### src/rtl/sha256_msg_padder_if.sv
// Word stream from the SHA-256 message padder to the hash core.
interface sha256_msg_padder_if;
  logic        out_valid;
  logic        out_ready;
  logic [31:0] out_word;
  logic        out_block_last;
  logic        out_msg_last;

  modport master (
    output out_valid,
    output out_word,
    output out_block_last,
    output out_msg_last,
    input  out_ready
  );

  modport slave (
    input  out_valid,
    input  out_word,
    input  out_block_last,
    input  out_msg_last,
    output out_ready
  );
endinterface

### src/rtl/sha256_msg_padder.sv
// Reads a message from word memory and streams it with SHA-256 padding in 16-word blocks.
// Optional SHA_PAD_BSWAP_EN byte-reverses memory words for little-endian message storage.
module sha256_msg_padder #(
  parameter int unsigned ADDR_W = 16
) (
  input  logic                       clk,
  input  logic                       reset_n,
  input  logic                       start,
  input  logic [ADDR_W-1:0]          msg_addr,
  input  logic [15:0]                msg_words,
  output logic                       mem_clk,
  output logic                       mem_we,
  output logic [ADDR_W-1:0]          mem_addr,
  input  logic [31:0]                mem_read_data,
  output logic                       busy,
  output logic                       done,
  sha256_msg_padder_if.master        stream
);

  localparam int unsigned WORD_W = 32;
  localparam int unsigned LEN_W  = 16;
  localparam int unsigned IDX_W  = 17;
  localparam logic [WORD_W-1:0] PAD_MARK = 32'h8000_0000;

  typedef enum logic [1:0] {S_IDLE, S_FETCH, S_WAIT, S_EMIT} state_t;

  state_t              state;
  logic [ADDR_W-1:0]   base_addr;
  logic [LEN_W-1:0]    n_words;
  logic [IDX_W-1:0]    total;
  logic [IDX_W-1:0]    idx;

  logic [IDX_W-1:0]    total_c;
  logic [IDX_W-1:0]    last_idx_c;
  logic [IDX_W-1:0]    idx_nxt_c;
  logic [WORD_W-1:0]   pad_word_c;

  assign mem_clk = clk;
  assign mem_we  = 1'b0;

  function automatic logic [WORD_W-1:0] mem_to_stream(input logic [WORD_W-1:0] w);
`ifdef SHA_PAD_BSWAP_EN
    return {w[7:0], w[15:8], w[23:16], w[31:24]};
`else
    return w;
`endif
  endfunction

  // Round (msg_words + marker + two length words) up to whole 16-word blocks.
  assign total_c    = (IDX_W'(msg_words) + IDX_W'(18)) & ~IDX_W'(15);
  assign last_idx_c = total - IDX_W'(1);
  assign idx_nxt_c  = idx + IDX_W'(1);

  // Padding content for the word after the current one; only used past the message body.
  always_comb begin
    pad_word_c = '0;
    if (idx_nxt_c == IDX_W'(n_words)) begin
      pad_word_c = PAD_MARK;
    end else if (idx_nxt_c == last_idx_c) begin
      pad_word_c = WORD_W'({n_words, 5'b0});
    end
  end

  always_ff @(posedge clk) begin
    if (!reset_n) begin
      state                 <= S_IDLE;
      base_addr             <= '0;
      n_words               <= '0;
      total                 <= '0;
      idx                   <= '0;
      mem_addr              <= '0;
      busy                  <= 1'b0;
      done                  <= 1'b0;
      stream.out_valid      <= 1'b0;
      stream.out_word       <= '0;
      stream.out_block_last <= 1'b0;
      stream.out_msg_last   <= 1'b0;
    end else begin
      done <= 1'b0;
      case (state)
        S_IDLE: begin
          if (start) begin
            base_addr <= msg_addr;
            n_words   <= msg_words;
            total     <= total_c;
            idx       <= '0;
            busy      <= 1'b1;
            if (msg_words != '0) begin
              mem_addr <= msg_addr;
              state    <= S_FETCH;
            end else begin
              stream.out_word  <= PAD_MARK;
              stream.out_valid <= 1'b1;
              state            <= S_EMIT;
            end
          end
        end

        // Address is already on mem_addr; the read data lands during WAIT.
        S_FETCH: state <= S_WAIT;

        S_WAIT: begin
          stream.out_word       <= mem_to_stream(mem_read_data);
          stream.out_valid      <= 1'b1;
          stream.out_block_last <= (idx[3:0] == 4'hF);
          stream.out_msg_last   <= (idx == last_idx_c);
          state                 <= S_EMIT;
        end

        S_EMIT: begin
          if (stream.out_ready) begin
            idx <= idx_nxt_c;
            if (idx == last_idx_c) begin
              stream.out_valid      <= 1'b0;
              stream.out_block_last <= 1'b0;
              stream.out_msg_last   <= 1'b0;
              busy                  <= 1'b0;
              done                  <= 1'b1;
              state                 <= S_IDLE;
            end else if (idx_nxt_c < IDX_W'(n_words)) begin
              stream.out_valid      <= 1'b0;
              stream.out_block_last <= 1'b0;
              stream.out_msg_last   <= 1'b0;
              mem_addr              <= base_addr + ADDR_W'(idx_nxt_c);
              state                 <= S_FETCH;
            end else begin
              stream.out_word       <= pad_word_c;
              stream.out_block_last <= (idx_nxt_c[3:0] == 4'hF);
              stream.out_msg_last   <= (idx_nxt_c == last_idx_c);
            end
          end
        end

        default: state <= S_IDLE;
      endcase
    end
  end

endmodule
### src/flat_wrapper.sv
// flat-port wrapper written by rule: the top's interface ports become plain ports
module sha256_msg_padder_flat 
#(
  parameter int unsigned ADDR_W = 16
)
  (clk, reset_n, start, msg_addr, msg_words, mem_clk, mem_we, mem_addr, mem_read_data, busy, done, stream_out_valid, stream_out_word, stream_out_block_last, stream_out_msg_last, stream_out_ready);
  sha256_msg_padder_if stream_i ();
  input  logic clk;
  input  logic reset_n;
  input  logic start;
  input  logic [ADDR_W-1:0] msg_addr;
  input  logic [15:0] msg_words;
  output logic mem_clk;
  output logic mem_we;
  output logic [ADDR_W-1:0] mem_addr;
  input  logic [31:0] mem_read_data;
  output logic busy;
  output logic done;
  output wire logic [$bits(stream_i.out_valid)-1:0] stream_out_valid;
  output wire logic [$bits(stream_i.out_word)-1:0] stream_out_word;
  output wire logic [$bits(stream_i.out_block_last)-1:0] stream_out_block_last;
  output wire logic [$bits(stream_i.out_msg_last)-1:0] stream_out_msg_last;
  input wire logic [$bits(stream_i.out_ready)-1:0] stream_out_ready;
  assign stream_out_valid = stream_i.out_valid;
  assign stream_out_word = stream_i.out_word;
  assign stream_out_block_last = stream_i.out_block_last;
  assign stream_out_msg_last = stream_i.out_msg_last;
  assign stream_i.out_ready = stream_out_ready;
  sha256_msg_padder #(.ADDR_W(ADDR_W)) u_core (.clk(clk), .reset_n(reset_n), .start(start), .msg_addr(msg_addr), .msg_words(msg_words), .mem_clk(mem_clk), .mem_we(mem_we), .mem_addr(mem_addr), .mem_read_data(mem_read_data), .busy(busy), .done(done), .stream(stream_i));
endmodule
### config.mk
export PLATFORM = sky130hd
export DESIGN_NAME = sha256_msg_padder_flat
export DESIGN_NICKNAME = d
export VERILOG_FILES = /design/src/rtl/sha256_msg_padder_if.sv /design/src/rtl/sha256_msg_padder.sv /design/src/flat_wrapper.sv
export SDC_FILE = /design/constraint.sdc
export NUM_CORES = 1
export LEC_CHECK = 0
export CAP_MARGIN = 15
export CORE_UTILIZATION = 65
export DETAILED_ROUTE_END_ITERATION = 12
export DONT_BUFFER_PORTS = 1
export PLACE_DENSITY = 0.81
export SYNTH_ARGS = -nofsm -noshare
export SYNTH_HDL_FRONTEND = slang
export SYNTH_SLANG_ARGS = --single-unit
### constraint.sdc
create_clock -name clk -period 3.9 [get_ports clk]
set_input_delay 0.975 -clock clk [delete_from_list [all_inputs] [get_ports clk]]
set_output_delay 0.975 -clock clk [all_outputs]
set_load 0.02 [all_outputs]
==> results of run 1 <==
-- flip-flops by register name (all words and copies together), names as in the netlist --
register / count
u_core.mem_addr: 16
u_core.done: 1
u_core.idx: 17
u_core.n_words: 16
u_core.stream.out_block_last: 1
u_core.state: 2
u_core.stream.out_word: 32
u_core.total: 13
u_core.busy: 1
u_core.stream.out_msg_last: 1
u_core.base_addr: 16
u_core.stream.out_valid: 1
-- synth_stat cells (all sizes together) (3+ instances only) --
| cell type | n | area (um^2) |
|---|---|---|
| dfxtp | 117 | 2340 |
| nor2 | 92 | 345 |
| nand2 | 90 | 338 |
| a21oi | 78 | 390 |
| clkbuf | 48 | 180 |
| mux2i | 44 | 440 |
| xnor2 | 44 | 385 |
| and2 | 41 | 257 |
| ha | 39 | 488 |
| inv | 34 | 128 |
| o21ai | 31 | 155 |
| nand3 | 27 | 135 |
| a211oi | 21 | 158 |
| xor2 | 20 | 175 |
| o22ai | 19 | 181 |
| nand4 | 15 | 93.8 |
| nor3 | 15 | 75.1 |
| buf | 13 | 80.1 |
| a21o | 11 | 82.6 |
| or3 | 10 | 67.6 |
| nor4 | 9 | 77.6 |
| a22oi | 8 | 60.1 |
| a211o | 7 | 61.3 |
| and4 | 7 | 61.3 |
| nor2b | 6 | 37.5 |
| o211ai | 6 | 45.0 |
| nand4b | 4 | 35.0 |
| or3b | 4 | 37.5 |
| and3 | 3 | 18.8 |
| nand2b | 3 | 18.8 |
| nand3b | 3 | 22.5 |
| o21a | 3 | 22.5 |
| o21bai | 3 | 22.5 |
| o22a | 3 | 26.3 |
| o31ai | 3 | 22.5 |
-- cell families (layout without fill, tap and decap cells) --
kind of cell    after synthesis  count (layout)  synth area share, %
other cells                   1               1               0.0511
buf+inv                      96              94                 5.33
compound gates              211             211                 18.9
flops                       117             117                 31.9
simple gates                338             338                 23.1
fa+ha+maj                    40              40                 6.92
mux                          45              45                 6.15
xor+xnor                     64              64                 7.64
-- through the flow --
step | util, % | setup slack [ns] | setup TNS, ns | power (mW) | instances
3_3_place_gp | 68.8 | 0.209 | 0 | 3.55 | 1018
2_1_floorplan | - | 0.319 | 0 | 3.19 | 912
6_report | 74.8 | 0.170 | 0 | 5.29 | 1050
5_1_grt | 74.8 | -0.000970 | -0.000970 | 5.55 | 1050
3_5_place_dp | 68.8 | 0.0174 | 0 | 3.62 | 1018
4_1_cts | 74.5 | 0.0150 | 0 | 5.27 | 1050
-- worst reg2reg max path, stage by stage (launching register included) --
cell      delay [ns]
dfxtp_2         0.42
and4_4          0.29
and2_2          0.20
nand3_1         0.17
xnor2_2         0.22
ha_1            0.34
nand4_1         0.10
nor2_1          0.16
a21boi_1        0.22
o31ai_2         0.10
nand4b_1        0.09
or3b_2          0.50
or3_1           0.43
buf_12          0.18
o22ai_1         0.20
-- power groups by stage --
stage / Clock (mW) / Sequential (mW) / Combinational (mW)
floorplan: 0.0300 / 1.72 / 1.44
CTS: 1.65 / 1.77 / 1.85
global route: 1.71 / 1.80 / 2.04
finish: 1.65 / 1.77 / 1.87
detailed placement: 0 / 1.79 / 1.83
global placement: 0 / 1.79 / 1.77
-- timing repair --
action | CTS | global route
endpoints found under the setup margin | 2 | 50
gates resized for setup | 4 | 14
hold buffers | 0 | 0
-- per-layer routing --
| layer | part of all wire [%] | wire, um | vias up | track usage (%) |
|---|---|---|---|---|
| li1 | - | - | 3177 | - |
| met1 | 43 | 8950 | 3173 | 46.2 |
| met2 | 47 | 9850 | 252 | 58.3 |
| met3 | 7.1 | 1500 | 50 | 9.83 |
| met4 | 3.0 | 629 | 0 | 16.0 |
| met5 | 0 | 0 | - | 0 |
-- area by class of cell --
class	instances	area, um^2	area share (%)
inverters	35	133	1.62
repair buffers	27	253	3.09
well taps	140	175	2.14
flip-flops and latches	117	2350	28.7
clock inverters	15	194	2.37
multi-input cells	699	4650	56.8
clock buffers	17	425	5.20
-- how the worst max path moves through the flow --
stage	end	slack (ns)	depth (start not counted)	start
finish	u_core.stream.out_word[12]$_SDFFE_PN0P_	0.17	14	u_core.idx[5]$_SDFFE_PN0P_
global placement	u_core.mem_addr[2]$_SDFFE_PN0P_	0.21	13	u_core.idx[5]$_SDFFE_PN0P_
floorplan	u_core.stream.out_word[17]$_SDFFE_PN0P_	0.32	18	u_core.idx[5]$_SDFFE_PN0P_
CTS	u_core.stream.out_word[12]$_SDFFE_PN0P_	0.02	14	u_core.idx[1]$_SDFFE_PN0P_
global route	u_core.stream.out_word[12]$_SDFFE_PN0P_	-0.001	14	u_core.idx[3]$_SDFFE_PN0P_
detailed placement	u_core.stream.out_word[15]$_SDFFE_PN0P_	0.02	14	u_core.idx[1]$_SDFFE_PN0P_
==> flow_metrics.tcl, run 1 <==
set metrics [dict create \
    outcome "finished, final reports clean" \
    path_cells "and4_4 -> and2_2 -> nand3_1 -> xnor2_2 -> ha_1 -> nand4_1 -> nor2_1 -> a21boi_1 -> o31ai_2 -> nand4b_1 -> or3b_2 -> or3_1 -> buf_12 -> o22ai_1" \
    clk_pin_slew_ns 0.06 \
    die_x_um 108 \
    rows 38 \
    min_period_ns 3.73 \
    synth_fp_nets 1020 \
    irDropWorstVdd_v 0.000599 \
    wl_per_cell_um 19.9 \
    core_region_area_um2 10900 \
    hpwl_mm 15.2 \
    power.density_nw_per_um2 647 \
    die_area_um2 11700 \
    drc 0 \
    cts_buffers 17 \
    p_sw_mw 2.09 \
    grt_max_degree 66 \
    layout.nets 1005 \
    firstDrtPassIters 5 \
    finalSetupViolCount 0 \
    r2r_cells 14 \
    grt_pass1_wl_mm 32.3 \
    hold_violations 0 \
    viasPerCell 6.34 \
    holdWs_ns 0.456 \
    yosysUniqueCellTypes 73 \
    max_stage_delay_ns 0.50 \
    hold_end "u_core.n_words[13]$_SDFFE_PN0P_" \
    p_comb_share_pct 35.4 \
    ctsRootBufferMaster "clkbuf_16" \
    r2r-end "u_core.stream.out_word[12]$_SDFFE_PN0P_" \
    cp-start-kind "flip-flop" \
    fp.dieH_um 108 \
    maxSlewHeadroom_pct 27.4 \
    maxSlewViolCount 0 \
    gp_congestion 0.934 \
    max_freq_mhz 268 \
    internal_power_mw 3.21 \
    maxCapViolations 0 \
    synth_area_per_cell_um2 8.05 \
    hp-start "u_core.n_words[13]$_SDFFE_PN0P_" \
    cts_sinks 117 \
    netlist_area_um2 7340 \
    fillCellCount 824 \
    post_cts_buffers 0 \
    grt_overflow_total 0 \
    endpoint_kind "flip-flop" \
    antenna_found_initial 0 \
    yosys_warnings 0 \
    tightest_slew_ns 1.09 \
    grtUsageTotal_pct 36.5 \
    cts_max_level 4 \
    slowest_stage "or3b_2" \
    pwr-share-clk_pct 31.1 \
    r2r_setup_slack_ns 0.17 \
    cts_tree "yes" \
    p_leak_nw 3.32 \
    clk_latency_ns 0.44 \
    r2r_start "u_core.idx[5]$_SDFFE_PN0P_" \
    final_cell_mix "109 x dfxtp_1, 91 x nor2_1, 90 x nand2_1" \
    io_pins 123 \
    final_layout_size_suffix_gt1_share_pct 11.1 \
    ys_seq_elements 117 \
    netlist_instances 912 \
    min_path_cells 2 \
    required_ns 4.22 \
    synth_ff_type "dfxtp_1" \
    ys_seq_area_share_pct 31.9 \
    final_common_cell "dfxtp_1" \
    post-route-period-util_pct 95.6 \
    routed-via-count 6652 \
    synth-edff-count 0 \
    placed_area_um2 7520 \
    critical_path.max_fanout 16 \
    cp.buffers_inverters 1 \
    areaGrowthSynthToFinish_pct 11.5 \
    hp-class "reg -> reg" \
    antenna_left 0 \
    stdcell_area_um2 8180 \
    antenna_cells 0 \
    start_util_pct 67.1 \
    wl_mm 20.9 \
    cts_buffer_depth 2 \
    switching_share_pct 39.4 \
    critical_path_arrival_ns 4.05 \
    power_frac_seq_pct 33.5 \
    ys_async_sr_fraction_pct 0 \
    crit_family "simple AND/OR/NAND/NOR gates" \
    drt_iter0_markers 577 \
    skew_ns 0.0137 \
    io_buffers 0 \
    first_global_vias 6279 \
    critical_path_class "reg -> reg" \
]
Note: power is estimated with default switching activity, not from simulation.
==> inputs of run 2 (changes only) <==
==> constraint.sdc (replaced) <==
create_clock -name clk -period 3.6 [get_ports clk]
set_input_delay 0.9 -clock clk [delete_from_list [all_inputs] [get_ports clk]]
set_output_delay 0.9 -clock clk [all_outputs]
set_load 0.02 [all_outputs]
==> run 2 against run 1 <==
Power rose by 8.7%. Wire length rose by 1.7%. Global-route usage rose by 0.47 points. Combinational power rose by 10%. Sequential share of layout area fell by 0.62 points. Maximum frequency rose by 5.4%. Sequential power rose by 8%. Clock power rose by 7%. Via count rose by 2.1%. Critical path depth fell by 2. Utilization rose by 1.5 points. Largest cell class unchanged. First-iteration DRC count rose by 11%.
==> flow_metrics.tcl, run 2 (synthesized netlist as in run 1, its figures left out) <==
set metrics [dict create \
    final_layout_size_suffix_gt1_share_pct 13.3 \
    areaGrowthSynthToFinish_pct 13.7 \
    firstDrtPassIters 5 \
    wl_per_cell_um 19.9 \
    layout.nets 1026 \
    cp-endpoint "u_core.stream.out_word[5]$_SDFFE_PN0P_" \
    cts_sinks 117 \
    die_area_um2 11700 \
    first_global_vias 6506 \
    crit_family "simple AND/OR/NAND/NOR gates" \
    gp_congestion 1.01 \
    cts_buffers 17 \
    io_pins 123 \
    grt_overflow_total 0 \
    utilization_pct 76.3 \
    p_leak_nw 3.43 \
    maxSlewViolCount 0 \
    wl_mm 21.3 \
    antenna_left 0 \
    drc 0 \
    setup_tns_ns 0 \
    largest_reg_flops 32 \
    path_cells "inv_1 -> ha_1 -> buf_4 -> nor3b_2 -> nand2_1 -> a211o_1 -> a2111oi_0 -> and4_1 -> or3b_4 -> buf_12 -> mux2i_1 -> o22ai_2" \
    maxSlewHeadroom_pct 29.4 \
    irDropWorstVdd_v 0.000710 \
    routed-via-count 6792 \
    fin_ws_ns 0.0596 \
    rows 38 \
    slowest_stage "a2111oi_0" \
    post-route-period-util_pct 98.3 \
    grt_pass1_wl_mm 32.8 \
    skew_ns 0.00975 \
    min_period_ns 3.54 \
    dp_slack_ns -0.0758 \
    fp.dieH_um 108 \
    r2r-end "u_core.stream.out_word[5]$_SDFFE_PN0P_" \
    wl_met3_mm 1.80 \
    antenna_found_initial 0 \
    cp-start-kind "flip-flop" \
    grt_max_degree 54 \
    r2r_setup_slack_ns 0.06 \
    grtUsageTotal_pct 37.0 \
    p_total_mw 5.75 \
    endpoint_kind "flip-flop" \
    final_cell_mix "113 x dfxtp_1, 90 x nor2_1, 89 x nand2_1" \
    finalSetupViolCount 0 \
    min_path_cells 2 \
    required_ns 3.88 \
    hp-class "reg -> reg" \
    max_stage_delay_ns 0.48 \
    cts_tree "yes" \
    core_region_area_um2 10900 \
    holdWs_ns 0.461 \
    critical_path.max_fanout 32 \
    dr_wl_met2_mm 10.1 \
    r2r_start "u_core.total[5]$_SDFFE_PN0P_" \
    antenna_cells 0 \
    hpwl_mm 15.8 \
    top_layer_used "met4" \
    tightest_slew_ns 1.06 \
    cts_hold_buffers 0 \
    cts_buffer_depth 2 \
    pwr-share-clk_pct 30.8 \
    final_common_cell "dfxtp_1" \
    start_util_pct 67.1 \
    r2r_cells 12 \
    clk_latency_ns 0.42 \
    cp.buffers_inverters 3 \
    rsz0062_at_grt "false" \
    critical_path_arrival_ns 3.82 \
    drt_iter0_markers 642 \
    reg.largest.list "u_core.stream.out_word x32, u_core.idx x17" \
    startpoint "u_core.total[5]$_SDFFE_PN0P_" \
    ctsRootBufferMaster "clkbuf_16" \
    top_register "u_core.stream.out_word" \
    critical_path_class "reg -> reg" \
    p_comb_share_pct 35.9 \
    power.density_nw_per_um2 689 \
    internal_power_mw 3.49 \
    met1Wirelength_mm 8.64 \
    clk_pin_slew_ns 0.06 \
    switching_share_pct 39.3 \
    viasPerCell 6.34 \
    maxCapViolations 0 \
    power_frac_seq_pct 33.3 \
    cts_max_level 4 \
    max_freq_mhz 282 \
    hold_violations 0 \
    outcome "finished, final reports clean" \
    io_buffers 0 \
    p_sw_mw 2.26 \
    die_x_um 108 \
    crit_cells 12 \
]
[run 2: through the flow]
stage          cells  cell area [um^2]
2_1_floorplan    912              7340
3_5_place_dp    1036              7630
6_report        1071              8350
3_3_place_gp    1036              7630
4_1_cts         1068              8270
5_1_grt         1071              8350
[run 2: worst register-to-register path, delay by kind of cell, from the launching register on]
family,cells,cell delay [ns]
AO/OA/AOI/OAI,3,0.90
adder cells (fa/ha/maj),1,0.15
buffers and inverters,3,0.44
flip-flops,1,0.35
multiplexers,1,0.34
AND/OR/NAND/NOR,4,1.23
[run 2: power groups by stage]
stage          Sequential (mW)  Combinational [mW]  Clock, mW
2_1_floorplan             1.86                1.56     0.0325
3_3_place_gp              1.93                1.93          0
3_5_place_dp              1.94                2.02          0
4_1_cts                   1.91                2.04       1.78
5_1_grt                   1.94                2.26       1.84
6_report                  1.92                2.06       1.77
[run 2: worst min-delay path by stage]
stage / start / end / slack (ns)
detailed placement: u_core.n_words[10]$_SDFFE_PN0P_ / u_core.n_words[10]$_SDFFE_PN0P_ / 0.45
finish: u_core.n_words[13]$_SDFFE_PN0P_ / u_core.n_words[13]$_SDFFE_PN0P_ / 0.46
floorplan: u_core.n_words[10]$_SDFFE_PN0P_ / u_core.n_words[10]$_SDFFE_PN0P_ / 0.44
CTS: u_core.n_words[1]$_SDFFE_PN0P_ / u_core.n_words[1]$_SDFFE_PN0P_ / 0.46
global placement: u_core.n_words[6]$_SDFFE_PN0P_ / u_core.n_words[6]$_SDFFE_PN0P_ / 0.44
global route: u_core.n_words[10]$_SDFFE_PN0P_ / u_core.n_words[10]$_SDFFE_PN0P_ / 0.47
[run 2: metal layers]
metal  track usage, %  vias to the layer above
met5                0                        -
met4             17.3                        0
li1                 -                     3219
met1             45.1                     3219
met3             11.0                       59
met2             59.8                      295
[run 2: timing repair]
action | CTS | global route
pin swaps | 0 | 4
buffers inserted | 0 | 3
endpoints found under the setup margin | 15 | 23
resized for setup | 6 | 17
[run 2: cell type report]
| class | count | area [um^2] |
|---|---|---|
| Clock buffer | 17 | 425 |
| Clock inverter | 15 | 191 |
| Fill cell | 787 | 2590 |
| Inverter | 35 | 133 |
| Multi-Input combinational cell | 699 | 4690 |
| Sequential cell | 117 | 2350 |
| Tap cell | 140 | 175 |
| Timing Repair Buffer | 48 | 389 |
==> inputs of run 3 (changes only) <==
--- a/config.mk
+++ b/config.mk
@@ -6,10 +6,11 @@
 export NUM_CORES = 1
 export LEC_CHECK = 0
 export CAP_MARGIN = 15
-export CORE_UTILIZATION = 65
+export CORE_UTILIZATION = 60
 export DETAILED_ROUTE_END_ITERATION = 12
 export DONT_BUFFER_PORTS = 1
-export PLACE_DENSITY = 0.81
+export PLACE_DENSITY = 0.76
+export REMOVE_ABC_BUFFERS = 1
 export SYNTH_ARGS = -nofsm -noshare
 export SYNTH_HDL_FRONTEND = slang
 export SYNTH_SLANG_ARGS = --single-unit
==> run 3 against run 2 <==
First-iteration DRC count down 21%. Via count up 0.94%. Register-to-register slack better by 0.04 ns. Worst hold slack worse by 0.0051 ns. Worst setup slack better by 0.045 ns. Global-route usage down 3.3 points. Sequential power about the same. Flip-flop and latch count unchanged. Clock power down 3%. Largest cell class unchanged.
==> flow_metrics.tcl, run 3 (synthesized netlist as in run 1, its figures left out) <==
set metrics [dict create \
    outcome "finished, final reports clean" \
    hp-class "reg -> reg" \
    io_pins 123 \
    max_stage_delay_ns 0.42 \
    cts_tree "yes" \
    max_freq_mhz 286 \
    p_leak_nw 3.52 \
    drc 0 \
    path_cells "nand4_1 -> nor2_2 -> and4_2 -> xor2_2 -> ha_1 -> nand4_1 -> nor2_2 -> a21boi_1 -> o31ai_2 -> nand4b_1 -> or3b_4 -> or3_4 -> buf_4 -> o22ai_1" \
    maxSlewViolCount 0 \
    r2r_cells 14 \
    dp.cells 1056 \
    grt_overflow_total 0 \
    areaGrowthSynthToFinish_pct 15.7 \
    reg.largest.list "u_core.stream.out_word x32, u_core.idx x17" \
    grt_max_degree 107 \
    placed_area_um2 7750 \
    final_layout_size_suffix_gt1_share_pct 14.7 \
    hpwl_mm 15.4 \
    core_region_area_um2 12000 \
    maxSlewHeadroom_pct 23.6 \
    hold_violations 0 \
    firstDrtPassIters 5 \
    die_area_um2 12700 \
    ctsRootBufferMaster "clkbuf_16" \
    largest_reg_flops 32 \
    antenna_cells 0 \
    viasPerCell 6.27 \
    cp-start-kind "flip-flop" \
    drt_iter0_markers 504 \
    finalSetupViolCount 0 \
    final_cell_mix "115 x dfxtp_1, 90 x nand2_1, 89 x nor2_1" \
    wl_per_cell_um 19.4 \
    grt_pass1_wl_mm 33.1 \
    cts_buffer_depth 2 \
    top_register "u_core.stream.out_word" \
    crit_family "simple AND/OR/NAND/NOR gates" \
    critical_path_class "reg -> reg" \
    clk_pin_slew_ns 0.06 \
    final_common_cell "dfxtp_1" \
    stdcell_area_um2 8490 \
    slowest_stage "or3_4" \
    endpoint_kind "flip-flop" \
    rows 40 \
    routed-via-count 6856 \
    gp_congestion 0.984 \
    irDropWorstVdd_v 0.000411 \
    antenna_found_initial 0 \
    die_x_um 113 \
    min_path_cells 2 \
    skew_ns 0.0116 \
    io_buffers 0 \
    cts_max_level 4 \
    clk_latency_ns 0.42 \
    grtUsageTotal_pct 33.7 \
    cts_buffers 17 \
    post-route-period-util_pct 97.1 \
    cts_sinks 117 \
    power.density_nw_per_um2 680 \
    antenna_left 0 \
    layout.nets 1042 \
    utilization_pct 71.0 \
    holdWs_ns 0.456 \
    crit_cells 14 \
    seq_area_um2 2340 \
    cts_hold_buffers 0 \
    fp.dieH_um 113 \
    wl_mm 21.2 \
    critical_path.max_fanout 5 \
    tightest_slew_ns 1.14 \
    fillCellCount 948 \
    fin_cells 1094 \
    multi_input_area_um2 4720 \
    min_period_ns 3.50 \
    critical_path_arrival_ns 3.83 \
    required_ns 3.94 \
    first_global_vias 6565 \
    start_util_pct 61.4 \
    cp.buffers_inverters 1 \
    maxCapViolations 0 \
]
[run 3: cell types whose count changed in the layout (fill, tap and decap cells not counted), moves of 3 or more]
cell      before  now
buf_4         45   61
inv_6          8    0
clkinv_2       2    7
clkbuf_1       0    3
[run 3: report_power, final]
part	internal, mW	total (mW)	switching (mW)
clock	1.12	1.71	0.596
combinational	0.905	2.15	1.24
sequential	1.54	1.92	0.371
total	3.57	5.78	2.21
[run 3: final timing paths]
path,startpoint,to,slack (ns)
hold reg to reg,u_core.n_words[9]$_SDFFE_PN0P_,u_core.n_words[9]$_SDFFE_PN0P_,0.46
hold / removal,u_core.n_words[9]$_SDFFE_PN0P_,u_core.n_words[9]$_SDFFE_PN0P_,0.46
setup / recovery,u_core.idx[3]$_SDFFE_PN0P_,u_core.stream.out_word[12]$_SDFFE_PN0P_,0.10
setup reg to reg,u_core.idx[3]$_SDFFE_PN0P_,u_core.stream.out_word[12]$_SDFFE_PN0P_,0.10
[run 3: area by class of cell]
type	instances	share of cell area, %
repair buffers	64	6.10
inverters	35	1.56
well taps	147	2.17
multi-input cells	699	55.6
flip-flops and latches	117	27.6
clock inverters	10	1.52
clock buffers	22	5.47
[run 3: what timing repair did]
| action | CTS | global route |
|---|---|---|
| endpoints found under the setup margin | 16 | 53 |
| pin swaps | 0 | 7 |
| buffers inserted | 0 | 6 |
| resized for setup | 5 | 19 |
[run 3: tightest hold or removal path, delay by kind of cell, from the launching register on]
kind	cells	cell delay [ns]
simple gates	1	0.05
compound gates	1	0.05
flops	1	0.30
[run 3: metrics by stage]
step / setup slack (ns) / setup TNS, ns / power, mW
after global placement: 0.0711 / 0 / 3.93
after detailed placement: -0.141 / -1.67 / 4.02
after floorplan: -1.10 / -32.51 / 3.38
final: 0.104 / 0 / 5.78
after global routing: -0.00542 / -0.00957 / 6.06
after CTS: 0.0333 / 0 / 5.73
[run 3: metal layers]
| metal | vias up | track usage [%] | wire [um] |
|---|---|---|---|
| li1 | 3261 | - | - |
| met1 | 3232 | 40.6 | 8830 |
| met2 | 314 | 56.0 | 9950 |
| met3 | 49 | 8.10 | 1720 |
| met4 | 0 | 16.9 | 746 |
| met5 | - | 0 | 0 |
